<file path="config.mk">
export PLATFORM = sky130hd
export DESIGN_NAME = l2_writeback_buffer
export DESIGN_NICKNAME = d
export VERILOG_FILES = /design/src/rtl/l2_pkg.sv /design/src/rtl/l2_writeback_buffer.sv
export SDC_FILE = /design/constraint.sdc
export NUM_CORES = 1
export LEC_CHECK = 0
export CAP_MARGIN = 20
export CORE_AREA = 2 2 344 346
export DETAILED_ROUTE_END_ITERATION = 12
export DIE_AREA = 0 0 346 348
export DONT_BUFFER_PORTS = 1
export PLACE_DENSITY = 0.3
export SYNTH_ARGS = -nofsm -noshare
export SYNTH_HDL_FRONTEND = slang
export SYNTH_SLANG_ARGS = --single-unit
</file>
<file path="constraint.sdc">
create_clock -name clk -period 26.2 [get_ports clk]
set_input_delay 5.24 -clock clk [delete_from_list [all_inputs] [get_ports clk]]
set_output_delay 5.24 -clock clk [all_outputs]
set_load 0.01 [all_outputs]
</file>
<file path="src/rtl/l2_pkg.sv">
// Shared L2 cache types and line-geometry constants.
package l2_pkg;

  typedef enum logic {
    EMPTY = 1'b0,
    WRITE = 1'b1
  } wb_state_t;

  localparam int L2_LINE_OFFSET_BITS = 5;
  localparam int L2_LINE_WIDTH       = 256;

endpackage

</file>
<file path="src/rtl/l2_writeback_buffer.sv">
// Single-entry dirty-victim writeback buffer draining one L2 line to pmem.
// Define L2_WB_FORWARD_EN to forward the buffered line on lk_data when lk_hit.
module l2_writeback_buffer
  import l2_pkg::*;
#(
  parameter int width      = L2_LINE_WIDTH,
  parameter int addr_width = 32
) (
  input  logic                  clk,
  input  logic                  rst,
  input  logic                  wb_req,
  input  logic [addr_width-1:0] wb_addr,
  input  logic [width-1:0]      wb_data,
  output logic                  wb_ack,
  output logic                  wb_full,
  input  logic [addr_width-1:0] lk_addr,
  output logic                  lk_hit,
  output logic [width-1:0]      lk_data,
  output logic                  pmem_write,
  output logic [addr_width-1:0] pmem_address,
  output logic [width-1:0]      pmem_wdata,
  input  logic                  pmem_resp
);

  // Clears the byte-offset bits so addresses compare and store line-aligned.
  localparam logic [addr_width-1:0] LINE_MASK =
    {{(addr_width-L2_LINE_OFFSET_BITS){1'b1}}, {L2_LINE_OFFSET_BITS{1'b0}}};

  wb_state_t             state_reg, state_next;
  logic [addr_width-1:0] addr_reg;
  logic [width-1:0]      data_reg;
  logic                  accept;

  always_ff @(posedge clk or posedge rst) begin
    if (rst) begin
      state_reg <= EMPTY;
    end else begin
      state_reg <= state_next;
    end
  end

  always_comb begin
    state_next = state_reg;
    wb_ack     = 1'b0;
    case (state_reg)
      EMPTY: begin
        wb_ack = wb_req;
        if (wb_req) state_next = WRITE;
      end
      WRITE: begin
        if (pmem_resp) state_next = EMPTY;
      end
      default: state_next = EMPTY;
    endcase
  end

  assign accept = (state_reg == EMPTY) && wb_req;

  // Latched line is kept after draining; all outputs below gate on state.
  always_ff @(posedge clk or posedge rst) begin
    if (rst) begin
      addr_reg <= '0;
      data_reg <= '0;
    end else if (accept) begin
      addr_reg <= wb_addr & LINE_MASK;
      data_reg <= wb_data;
    end
  end

  assign wb_full      = (state_reg == WRITE);
  assign pmem_write   = wb_full;
  assign pmem_address = wb_full ? addr_reg : '0;
  assign pmem_wdata   = wb_full ? data_reg : '0;
  assign lk_hit       = wb_full && ((lk_addr & LINE_MASK) == addr_reg);

`ifdef L2_WB_FORWARD_EN
  assign lk_data = lk_hit ? data_reg : '0;
`else
  assign lk_data = '0;
`endif

endmodule

</file>
* Word-level counts from Yosys, hierarchy flattened
Index checks and enable logic that the tools add are counted.
Widths: inputs -> output; s select.
** Storage, ports and cells
- Register bits after elaboration :: 284
- Output and inout port bits :: 548
** Cells by class
- Equality and inequality tests :: 1
- Muxes and demuxes :: 6
- Bitwise logic cells :: 1
- Reduce and logical (&&, ||, !) cells :: 2
** Operators with widths (count)
- $mux 256 :: 1
- $mux 32 :: 1
- $eq 27x27->1 :: 1
- $mux 1 :: 3
- $logic_and 1x1->1 :: 2
- $pmux 1 s2 :: 1
- $not 1->1 :: 1

* Longest topological paths before layout
Gate-level depths: netlist (run 1).
- Depth after elaboration :: 2
- Mapped depth :: 6

* Least setup slack after synthesis (run 1)
OpenSTA, ideal clock, no wires.
- Path kind :: input-to-output
- Start point :: in lk_addr[7]
- End point :: out lk_hit
- Arrival :: 6.216 ns
- Slack :: 14.744 ns
- Stages on the path :: 4
- Path buffers :: 0
- Path through :: xnor2_1 nand4_1 or4_1 nor4_2
** Between the ends
- Cells in the longest elaborated chain, start to end :: 2
** RTL lines
- from (decl) :: RTL line l2_writeback_buffer.sv:16 : input logic [addr_width-1:0] lk_addr,
- $eq 27x27->1 :: RTL line l2_writeback_buffer.sv:74 : assign lk_hit = wb_full && ((lk_addr & LINE_MASK) == addr_reg);
- $logic_and 1x1->1 :: RTL line l2_writeback_buffer.sv:74
- to (decl) :: RTL line l2_writeback_buffer.sv:17 : output logic lk_hit,
No other way between the ends.

* Final worst setup path (run 1)
- Start point :: in lk_addr[25]
- End point :: out lk_hit
The elaborated chain is that of the path after synthesis.

==> impl_metrics.sql, run 1 <==
INSERT INTO impl_metrics (metric_group, metric, value, unit) VALUES
('pwr', 'ir_worst_vdd', '0.0000473', 'V'),
('finish', 'final_core_utilization', '0.144', ''),
('global_routing', 'via_count_of_the_first_global_routing_pass', '8374', ''),
('clock_network', 'htreeDepth', '2', ''),
('finish', 'layout_commonest_cell', 'dfrtp_1', ''),
('sta', 'final_hold_viol_count', '0', ''),
('worst_setup_path', 'r2r.worst_path.cells', '5', ''),
('worst_setup_path', 'crit_path_end_kind', 'output pin', ''),
('route', 'iteration_0_drc_count_of_the_detailed_router', '300', ''),
('placed_design', 'gp_routability_congestion', '0.770', ''),
('worst_setup_path', 'crit_fanout', '1', ''),
('hold_path', 'holdCritStartpoint', 'data_reg[61]', ''),
('route', 'detail_route.wl_per_cell', '18.1', 'µm'),
('yosys', 'syn-instance-count', '1217', ''),
('placed_design', 'numPortBuffers', '0', ''),
('status', 'outcome', 'finished, final reports clean', ''),
('yosys', 'netlist.top_cell.by_area', 'dfrtp_1', ''),
('route', 'viasPerCell', '2.90', ''),
('finish', 'seqCellArea', '0.00711', 'mm²'),
('clock_network', 'clock_sink_count', '284', ''),
('finish', 'area_overhead_vs_synth', '13.3', '%'),
('hold_path', 'hold_path_depth', '1', ''),
('sta', 'post-route-period-util', '0.467', ''),
('worst_setup_path', 'criticalPathCategory', 'in -> out', ''),
('worst_setup_path', 'flop_to_flop_setup_slack', '22.84', 'ns'),
('route', 'vias', '8056', ''),
('worst_setup_path', 'worst_ep_arrival_time', '7.00', 'ns'),
('finish', 'finish.instance_area', '0.0168', 'mm²'),
('global_routing', 'grt.met3_usage', '0.0506', ''),
('clock_network', 'clkSlewWorstSetupHoldPaths', '0.06', 'ns'),
('sta', 'rsz_0062_raised_after_global_routing', 'false', ''),
('clock_network', 'tritoncts', 'yes', ''),
('floorplanning', 'starting_density', '0.127', ''),
('yosys', 'synth.distinct_cells', '18', ''),
('global_routing', 'grt-busiest-layer', 'met2', ''),
('clock_network', 'cts_inserted_buffers', '40', ''),
('yosys', 'synth_top_cell_area_share', '0.479', ''),
('flow_run', 'drv.max_cap_violation_count', '0', ''),
('finish', 'post_route_cells_drive_above_1_share', '0.263', ''),
('placed_design', 'placed_cell_area', '0.0154', 'mm²'),
('global_routing', 'number_of_antenna_violations_at_the_first_check_in_global_routing', '33', ''),
('worst_setup_path', 'launching_point_of_the_worst_reg2reg_path', 'pmem_write', ''),
('worst_setup_path', 'critical_path.top_delay_family', 'simple AND/OR/NAND/NOR gates', ''),
('clock_network', 'hold_buffers', '0', ''),
('sta', 'worst_slew_margin_rel', '0.188', ''),
('placed_design', 'pre_cts_slack', '13.75', 'ns'),
('yosys', 'synth_sequential_area_ratio', '0.479', ''),
('floorplanning', 'die_area', '0.120', 'mm²'),
('worst_setup_path', 'critPathMaxStageDelay', '0.63', 'ns'),
('route', 'finalWirelength', '50200', 'µm'),
('global_routing', 'groute.usage.overall', '0.0793', ''),
('worst_setup_path', 'slowest_stage_cell_cp', 'xnor2_1', ''),
('placed_design', 'hpwlAfterDp', '37600', 'µm'),
('global_routing', 'global_route_wire_length_before_repair', '67600', 'µm'),
('sta', 'timing.final.setup_violations', '0', ''),
('sta', 'tightestPinTransition', '1.22', 'ns'),
('finish', 'final_nets', '1527', ''),
('sta', 'fmax', '81.7', 'MHz'),
('global_routing', 'largest_net_degree_at_the_start_of_global_routing', '158', ''),
('floorplanning', 'chipHeight', '348', 'µm'),
('hold_path', 'timing.hold.worst.class', 'reg -> reg', ''),
('worst_setup_path', 'worstPathRequired', '20.96', 'ns'),
('sta', 'setup_ws', '13.96', 'ns'),
('worst_setup_path', 'worstReg2RegEnd', 'data_reg[80]', ''),
('clock_network', 'postCtsResizedCells', '0', ''),
('finish', 'multi_input_area', '0.00626', 'mm²'),
('yosys', 'yosysWarnings', '0', ''),
('sta', 'final_max_slew_viol_count', '0', ''),
('global_routing', 'overflow', '0', ''),
('route', 'dr.pass1.iters', '4', ''),
('global_routing', 'grt.met1_usage', '0.0873', '');
[synthesized netlist by cell type]
master / number
dfrtp_1: 284
and2_1: 282
buf_4: 262
mux2_2: 242
mux2_1: 41
clkbuf_1: 31
buf_6: 30
xnor2_1: 27
nand4_1: 7
buf_2: 3
a21oi_1: 1
and2_2: 1
conb_1: 1
inv_1: 1
nor2_1: 1
nor2b_2: 1
nor4_2: 1
or4_1: 1
[layout make-up]
cell class / instances / area share
flip-flops and latches: 284 / 0.423
multi-input cells: 866 / 0.373
well taps: 1536 / 0.114
clock buffers: 56 / 0.0711
clock inverters: 16 / 0.0107
repair buffers: 10 / 0.00521
diodes: 13 / 0.00194
inverters: 1 / 0.000670
[worst register-to-register path, stage by stage (launching register included)]
cell and delay [ns]:
dfrtp_4 0.62, buf_4 0.37, nor2b_4 0.32, buf_12 0.47
buf_4 0.88, mux2_2 0.57
[power by group]
part / leakage (nW) / switching (W) / total, W / internal (W)
Clock: 0.678 / 0.000222 / 0.000569 / 0.000348
Combinational: 2.78 / 0.000202 / 0.000351 / 0.000149
Sequential: 3.32 / 0.0000739 / 0.000627 / 0.000553
Total: 6.78 / 0.000497 / 0.00155 / 0.00105
[layer usage]
| layer | routed length, µm | up-vias |
|---|---|---|
| met5 | 143 | - |
| met4 | 1060 | 22 |
| met3 | 6650 | 75 |
| met2 | 23200 | 585 |
| met1 | 19100 | 3934 |
| li1 | - | 3440 |
[how the worst max path moves through the flow]
stage                        end  slack (ns)  cells after the start
finish                    lk_hit       13.96                      4
CTS                       lk_hit       13.75                      4
global placement          lk_hit       13.81                      4
floorplan           addr_reg[10]       13.12                      1
detailed placement        lk_hit       13.75                      4
global route              lk_hit       13.76                      4
[cells by family (layout without fill, tap and decap cells)]
logic type / count (synthesis) / count (layout) / synth area share
AOI/OAI and AO/OA: 1 / 1 / 0.000337
and+or+nand+nor: 294 / 294 / 0.125
DFF: 284 / 284 / 0.479
buffers and inverters: 327 / 83 / 0.165
muxes: 283 / 283 / 0.215
other: 1 / 274 / 0.000253
xor gates and xnor gates: 27 / 27 / 0.0159
[per-stage QoR]
step | total power [W] | hold WS [ns] | cells
after floorplan | 0.000924 | 0.449 | 1477
after global placement | 0.000995 | 0.462 | 2697
after detailed placement | 0.000997 | 0.469 | 2697
after CTS | 0.00160 | 0.483 | 2769
after global routing | 0.00165 | 0.501 | 2774
final | 0.00155 | 0.483 | 2782
(Power assumes the default switching activity.)
==> run 2: changes to the inputs <==
--- a/config.mk
+++ b/config.mk
@@ -5,10 +5,11 @@
 export SDC_FILE = /design/constraint.sdc
 export NUM_CORES = 1
 export LEC_CHECK = 0
+export ABC_AREA = 1
 export CAP_MARGIN = 20
-export CORE_AREA = 2 2 344 346
+export CORE_AREA = 2 2 341 343
 export DETAILED_ROUTE_END_ITERATION = 12
-export DIE_AREA = 0 0 346 348
+export DIE_AREA = 0 0 343 345
 export DONT_BUFFER_PORTS = 1
 export PLACE_DENSITY = 0.3
 export SYNTH_ARGS = -nofsm -noshare
==> constraint.sdc (replaced) <==
create_clock -name clk -period 10.3 [get_ports clk]
set_input_delay 2.06 -clock clk [delete_from_list [all_inputs] [get_ports clk]]
set_output_delay 2.06 -clock clk [all_outputs]
set_load 0.01 [all_outputs]
==> impl_metrics.sql, run 2 <==
INSERT INTO impl_metrics (metric_group, metric, value, unit) VALUES
('finish', 'largest_reg_flops', '256', ''),
('yosys', 'synth_sequential_area_ratio', '0.459', ''),
('worst_setup_path', 'worstPathRequired', '8.24', 'ns'),
('finish', 'most-common-layout-cells', 'nand2_1, inv_1, dfrtp_1', ''),
('sta', 'final_hold_viol_count', '0', ''),
('route', 'finalWirelength', '57400', 'µm'),
('status', 'outcome', 'finished, final reports clean', ''),
('clock_network', 'clock_sink_count', '284', ''),
('yosys', 'syn-instance-count', '2181', ''),
('yosys', 'netlist.top_cell.by_area', 'dfrtp_1', ''),
('clock_network', 'cts_inserted_buffers', '40', ''),
('yosys', 'synth_area', '0.0155', 'mm²'),
('sta', 'worst_slew_margin_rel', '0.336', ''),
('worst_setup_path', 'crit_path_end_kind', 'output pin', ''),
('yosys', 'synth_top_cell_area_share', '0.459', ''),
('hold_path', 'holdCritStartpoint', 'data_reg[65]', ''),
('global_routing', 'overflow', '0', ''),
('yosys', 'netlist_top_cells_area', 'dfrtp_1, nand2_1, buf_4, inv_1, buf_2', ''),
('worst_setup_path', 'launching_point_of_the_worst_reg2reg_path', 'pmem_write', ''),
('pwr', 'leakage', '10.7', 'nW'),
('clock_network', 'tritoncts', 'yes', ''),
('yosys', 'synth_top_cells_by_count', 'nand2_1, inv_1, dfrtp_1, buf_4, buf_2', ''),
('placed_design', 'numPortBuffers', '0', ''),
('sta', 'tightestPinTransition', '0.996', 'ns'),
('clock_network', 'hold_buffers', '0', ''),
('route', 'vias', '11500', ''),
('worst_setup_path', 'critical_path.startpoint_type', 'input pin', ''),
('worst_setup_path', 'worst_setup_sp', 'lk_addr[27]', ''),
('flow_run', 'drv.max_cap_violation_count', '0', ''),
('global_routing', 'via_count_of_the_first_global_routing_pass', '11600', ''),
('route', 'drt_drc', '0', ''),
('route', 'iteration_0_drc_count_of_the_detailed_router', '407', ''),
('finish', 'layout_commonest_cell', 'nand2_1', ''),
('floorplanning', 'die_area', '0.118', 'mm²'),
('worst_setup_path', 'r2r.worst_path.cells', '6', ''),
('placed_design', 'gp_routability_congestion', '0.734', ''),
('clock_network', 'postCtsResizedCells', '0', ''),
('sta', 'fmax', '178', 'MHz'),
('yosys', 'synth.most_common_cell', 'nand2_1', ''),
('route', 'viasPerCell', '3.12', ''),
('sta', 'timing.final.setup_violations', '0', ''),
('floorplanning', 'starting_density', '0.135', ''),
('sta', 'setup_total_negative_slack', '0', 'ns'),
('placed_design', 'post-place-cells', '3623', ''),
('pwr', 'p_per_area', '212', 'mW/mm²'),
('yosys', 'synth_edf_count', '0', ''),
('sta', 'finClkSkew', '0.0232', 'ns'),
('global_routing', 'groute.usage.overall', '0.0934', ''),
('finish', 'fillers', '13400', ''),
('finish', 'instances_no_fill', '3691', ''),
('sta', 'final_max_slew_viol_count', '0', ''),
('yosys', 'synthFlopType', 'dfrtp_1', ''),
('floorplanning', 'core', '0.115', 'mm²'),
('route', 'drt.antenna.violating_nets', '0', ''),
('route', 'detail_route.wl_per_cell', '15.6', 'µm'),
('worst_setup_path', 'criticalPathCategory', 'in -> out', ''),
('clock_network', 'htreeDepth', '2', ''),
('worst_setup_path', 'flop_to_flop_setup_slack', '6.87', 'ns'),
('yosys', 'yosysWarnings', '0', ''),
('sta', 'post-route-period-util', '0.545', ''),
('sta', 'rsz_0062_raised_after_global_routing', 'false', ''),
('global_routing', 'global_route_wire_length_before_repair', '81700', 'µm'),
('yosys', 'ys_async_sr_fraction', '1.00', ''),
('clock_network', 'cts.root.buffer_cell', 'clkbuf_16', ''),
('finish', 'area_overhead_vs_synth', '11.5', '%'),
('finish', 'final_nets', '2465', ''),
('yosys', 'total_of_flip_flops_plus_latches_after_synthesis', '284', ''),
('clock_network', 'clk-insertion-delay-late', '0.59', 'ns'),
('hold_path', 'timing.hold.worst.class', 'reg -> reg', ''),
('floorplanning', 'boundaryPins', '872', ''),
('hold_path', 'hold_path_depth', '2', ''),
('worst_setup_path', 'worst_ep_arrival_time', '3.56', 'ns'),
('global_routing', 'largest_net_degree_at_the_start_of_global_routing', '114', ''),
('placed_design', 'hpwlAfterDp', '41000', 'µm'),
('global_routing', 'number_of_antenna_violations_at_the_first_check_in_global_routing', '6', ''),
('sta', 'final_period_minus_worst_setup_slack', '5.62', 'ns'),
('route', 'dr.pass1.iters', '7', ''),
('finish', 'post_route_cells_drive_above_1_share', '0.0374', ''),
('clock_network', 'postCtsSetupRepairBufs', '0', ''),
('yosys', 'synth_area_per_cell', '7.10', 'µm²'),
('clock_network', 'clockBufferDepth', '3', ''),
('clock_network', 'clkSlewWorstSetupHoldPaths', '0.06', 'ns'),
('yosys', 'synth.distinct_cells', '15', ''),
('floorplanning', 'placementRows', '125', ''),
('floorplanning', 'chipHeight', '345', 'µm'),
('pwr', 'ir_worst_vdd', '0.0000914', 'V'),
('worst_setup_path', 'crit_fanout', '2', ''),
('floorplanning', 'die_x', '343', 'µm');
run 2: routing by layer:
layer	wire [µm]	vias up	global-route usage	part of all wire
met5	40	-	0	0.00070
li1	-	5608	-	-
met1	24300	5330	0.115	0.42
met2	25900	504	0.147	0.45
met4	1260	6	0.0245	0.022
met3	5810	70	0.0411	0.10
run 2: worst paths after layout:
kind,end
setup / recovery,lk_hit
hold / removal,data_reg[65]
setup reg to reg,addr_reg[22]
hold reg to reg,data_reg[65]
max in group asynchronous,data_reg[0]
min in group asynchronous,data_reg[178]
run 2: worst max-delay path, cell delays in order:
cell and delay [ns]:
inv_1 0.03, nand2_1 0.04, nand2_1 0.11, nand2_1 0.07, nor2_1 0.54, nand3_1 0.32
nor2_1 0.38
run 2: power by group:
group / internal [W] / switching [W] / total [W] / leakage, nW
combinational: 0.000179 / 0.000570 / 0.000749 / 6.59
sequential: 0.00134 / 0.000151 / 0.00149 / 3.50
clock: 0.000833 / 0.000579 / 0.00141 / 0.644
run 2: cell families after synthesis:
group | synth area share
and+or+nand+nor | 0.286
other | 0.000242
DFF | 0.459
buffers and inverters | 0.244
xor gates and xnor gates | 0.00226
AOI/OAI and AO/OA | 0.00807
run 2: metrics by stage:
stage / setup slack (ns) / hold slack (ns) / power, W / util / cell area, µm²
floorplan: 0.404 / 0.449 / 0.00214 / - / 16500
global placement: 4.54 / 0.465 / 0.00230 / 0.139 / 16000
detailed placement: 4.55 / 0.464 / 0.00230 / 0.139 / 16000
CTS: 4.55 / 0.480 / 0.00377 / 0.150 / 17300
global route: 4.51 / 0.494 / 0.00394 / 0.150 / 17300
finish: 4.68 / 0.475 / 0.00366 / 0.150 / 17300
run 2: area by class of cell:
type | instances | area (µm²) | share of cell area
Sequential cell | 284 | 7110 | 0.412
Timing Repair Buffer | 14 | 118 | 0.00681
Tap cell | 1524 | 1910 | 0.110
Clock inverter | 9 | 77.6 | 0.00449
Antenna cell | 1 | 2.50 | 0.000145
Multi-Input combinational cell | 1470 | 5590 | 0.323
Inverter | 331 | 1260 | 0.0731
Clock buffer | 58 | 1210 | 0.0700
==> run 3: changes to the inputs <==
==> constraint.sdc (replaced) <==
create_clock -name clk -period 5.3 [get_ports clk]
set_input_delay 1.06 -clock clk [delete_from_list [all_inputs] [get_ports clk]]
set_output_delay 1.06 -clock clk [all_outputs]
set_load 0.01 [all_outputs]
==> impl_metrics.sql, run 3 (same netlist as run 2, synthesis figures left out) <==
INSERT INTO impl_metrics (metric_group, metric, value, unit) VALUES
('finish', 'area_overhead_vs_synth', '11.2', '%'),
('placed_design', 'placed_cell_area', '0.0161', 'mm²'),
('worst_setup_path', 'r2r.worst_path.cells', '6', ''),
('finish', 'fillers', '13400', ''),
('global_routing', 'largest_net_degree_at_the_start_of_global_routing', '150', ''),
('pwr', 'p_per_area', '399', 'mW/mm²'),
('sta', 'final_hold_viol_count', '0', ''),
('worst_setup_path', 'crit_path_end_kind', 'output pin', ''),
('worst_setup_path', 'criticalPathCategory', 'reg -> out', ''),
('floorplanning', 'boundaryPins', '872', ''),
('finish', 'most-common-layout-cells', 'nand2_1, inv_1, dfrtp_1', ''),
('sta', 'rsz_0062_raised_after_global_routing', 'false', ''),
('global_routing', 'overflow', '0', ''),
('sta', 'finClkSkew', '0.0126', 'ns'),
('finish', 'finish.instance_area', '0.0172', 'mm²'),
('worst_setup_path', 'worstReg2RegEnd', 'data_reg[176]', ''),
('floorplanning', 'die_x', '343', 'µm'),
('floorplanning', 'chipHeight', '345', 'µm'),
('hold_path', 'hold_path_depth', '2', ''),
('sta', 'tightestPinTransition', '1.00', 'ns'),
('finish', 'post_route_cells_drive_above_1_share', '0.0332', ''),
('clock_network', 'htreeDepth', '2', ''),
('worst_setup_path', 'flop_to_flop_setup_slack', '2.13', 'ns'),
('sta', 'timing.final.setup_violations', '0', ''),
('sta', 'final_period_minus_worst_setup_slack', '3.86', 'ns'),
('finish', 'final_nets', '2469', ''),
('placed_design', 'hpwlAfterDp', '40500', 'µm'),
('clock_network', 'clkSlewWorstSetupHoldPaths', '0.05', 'ns'),
('global_routing', 'via_count_of_the_first_global_routing_pass', '11500', ''),
('worst_setup_path', 'launching_point_of_the_worst_reg2reg_path', 'pmem_write', ''),
('placed_design', 'numPortBuffers', '0', ''),
('sta', 'setup_total_negative_slack', '0', 'ns'),
('global_routing', 'number_of_antenna_violations_at_the_first_check_in_global_routing', '5', ''),
('route', 'iteration_0_drc_count_of_the_detailed_router', '510', ''),
('sta', 'post-route-period-util', '0.728', ''),
('route', 'vias', '11500', ''),
('sta', 'final_max_slew_viol_count', '0', ''),
('floorplanning', 'die_area', '0.118', 'mm²'),
('route', 'viasPerCell', '3.11', ''),
('hold_path', 'holdCritStartpoint', 'data_reg[222]', ''),
('floorplanning', 'placementRows', '125', ''),
('clock_network', 'cts.root.buffer_cell', 'clkbuf_16', ''),
('sta', 'fmax', '259', 'MHz'),
('flow_run', 'drv.max_cap_violation_count', '0', ''),
('route', 'dr.pass1.iters', '4', ''),
('worst_setup_path', 'buf_inv_stages_crit_path', '1', ''),
('placed_design', 'gp_routability_congestion', '0.715', ''),
('hold_path', 'holdPathEnd', 'data_reg[222]', ''),
('pwr', 'leakage', '10.7', 'nW'),
('clock_network', 'tritoncts', 'yes', ''),
('floorplanning', 'core', '0.115', 'mm²'),
('clock_network', 'postCtsSetupRepairBufs', '0', ''),
('route', 'drt_drc', '0', ''),
('global_routing', 'global_route_wire_length_before_repair', '80200', 'µm'),
('clock_network', 'hold_buffers', '0', ''),
('worst_setup_path', 'critical_path.startpoint_type', 'register', ''),
('clock_network', 'clockBufferDepth', '3', ''),
('route', 'detail_route.wl_per_cell', '15.3', 'µm'),
('worst_setup_path', 'crit_path_cell_trace', 'inv_2 > o21ai_0 > nand2_1 > nor2_1 > nand3_1 > nor2_1', ''),
('hold_path', 'timing.hold.worst.class', 'reg -> reg', ''),
('worst_setup_path', 'critical_path.top_delay_family', 'simple AND/OR/NAND/NOR gates', ''),
('worst_setup_path', 'worst_ep_arrival_time', '2.80', 'ns'),
('clock_network', 'clk-insertion-delay-late', '0.57', 'ns'),
('floorplanning', 'starting_density', '0.135', ''),
('worst_setup_path', 'critical_path.most_common_cell', 'nor2_1', ''),
('route', 'finalWirelength', '56500', 'µm'),
('clock_network', 'clock_sink_count', '284', ''),
('status', 'outcome', 'finished, final reports clean', ''),
('global_routing', 'groute.usage.overall', '0.0914', ''),
('finish', 'largest_reg_flops', '256', ''),
('worst_setup_path', 'crit_fanout', '41', ''),
('pwr', 'ir_worst_vdd', '0.000166', 'V'),
('clock_network', 'postCtsResizedCells', '0', ''),
('finish', 'final_core_utilization', '0.150', ''),
('worst_setup_path', 'worstPathRequired', '4.24', 'ns'),
('worst_setup_path', 'critPathMaxStageDelay', '0.78', 'ns'),
('sta', 'worst_slew_margin_rel', '0.330', ''),
('route', 'drt.antenna.violating_nets', '0', ''),
('worst_setup_path', 'slowest_stage_cell_cp', 'dfrtp_4', ''),
('finish', 'layout_commonest_cell', 'nand2_1', ''),
('clock_network', 'cts_inserted_buffers', '40', '');
==> run 3: through the flow <==
step	power [W]	hold slack, ns	std cells	worst slack (ns)
3_5_place_dp	0.00448	0.465	3627	1.64
4_1_cts	0.00711	0.480	3691	1.32
6_report	0.00688	0.473	3693	1.44
3_3_place_gp	0.00449	0.465	3627	1.61
5_1_grt	0.00742	0.487	3691	1.26
2_1_floorplan	0.00415	0.449	2441	0.477
==> run 3: how the worst max path moves through the flow <==
stage,slack [ns],end,start,depth (start not counted)
after detailed placement,1.64,lk_hit,lk_addr[13],7
after global routing,1.26,lk_hit,pmem_write,6
after CTS,1.32,lk_hit,pmem_write,6
final,1.44,lk_hit,pmem_write,6
after floorplan,0.48,addr_reg[10],rst,1
after global placement,1.61,lk_hit,lk_addr[27],7
==> run 3: layout make-up <==
class,instances,area (µm²),area share
Multi-Input combinational cell,1470,5590,0.324
Sequential cell,284,7110,0.413
Timing Repair Buffer,18,210,0.0122
Clock inverter,5,31.3,0.00182
Antenna cell,2,5.00,0.000290
Inverter,331,1260,0.0730
Tap cell,1524,1910,0.111
Clock buffer,59,1120,0.0652
==> run 3: where the power goes <==
part	total (W)	internal [W]	switching (W)	leakage, nW
Clock	0.00251	0.00145	0.00106	0.561
Combinational	0.00148	0.000361	0.00112	6.62
Sequential	0.00290	0.00261	0.000287	3.50
==> run 3: routing by layer <==
layer,track usage,vias to the layer above,part of all wire
met5,0,-,0
met4,0.0212,0,0.017
met3,0.0390,52,0.099
met2,0.151,509,0.47
met1,0.109,5295,0.41
li1,-,5614,-
==> run 3: worst register-to-register path, cell delays in order (launching register included) <==
cell	delay (ns)
dfrtp_4	0.78
inv_2	0.16
nand2_8	0.42
clkinv_8	0.60
buf_4	0.72
nand2_1	0.30
nand2_1	0.07
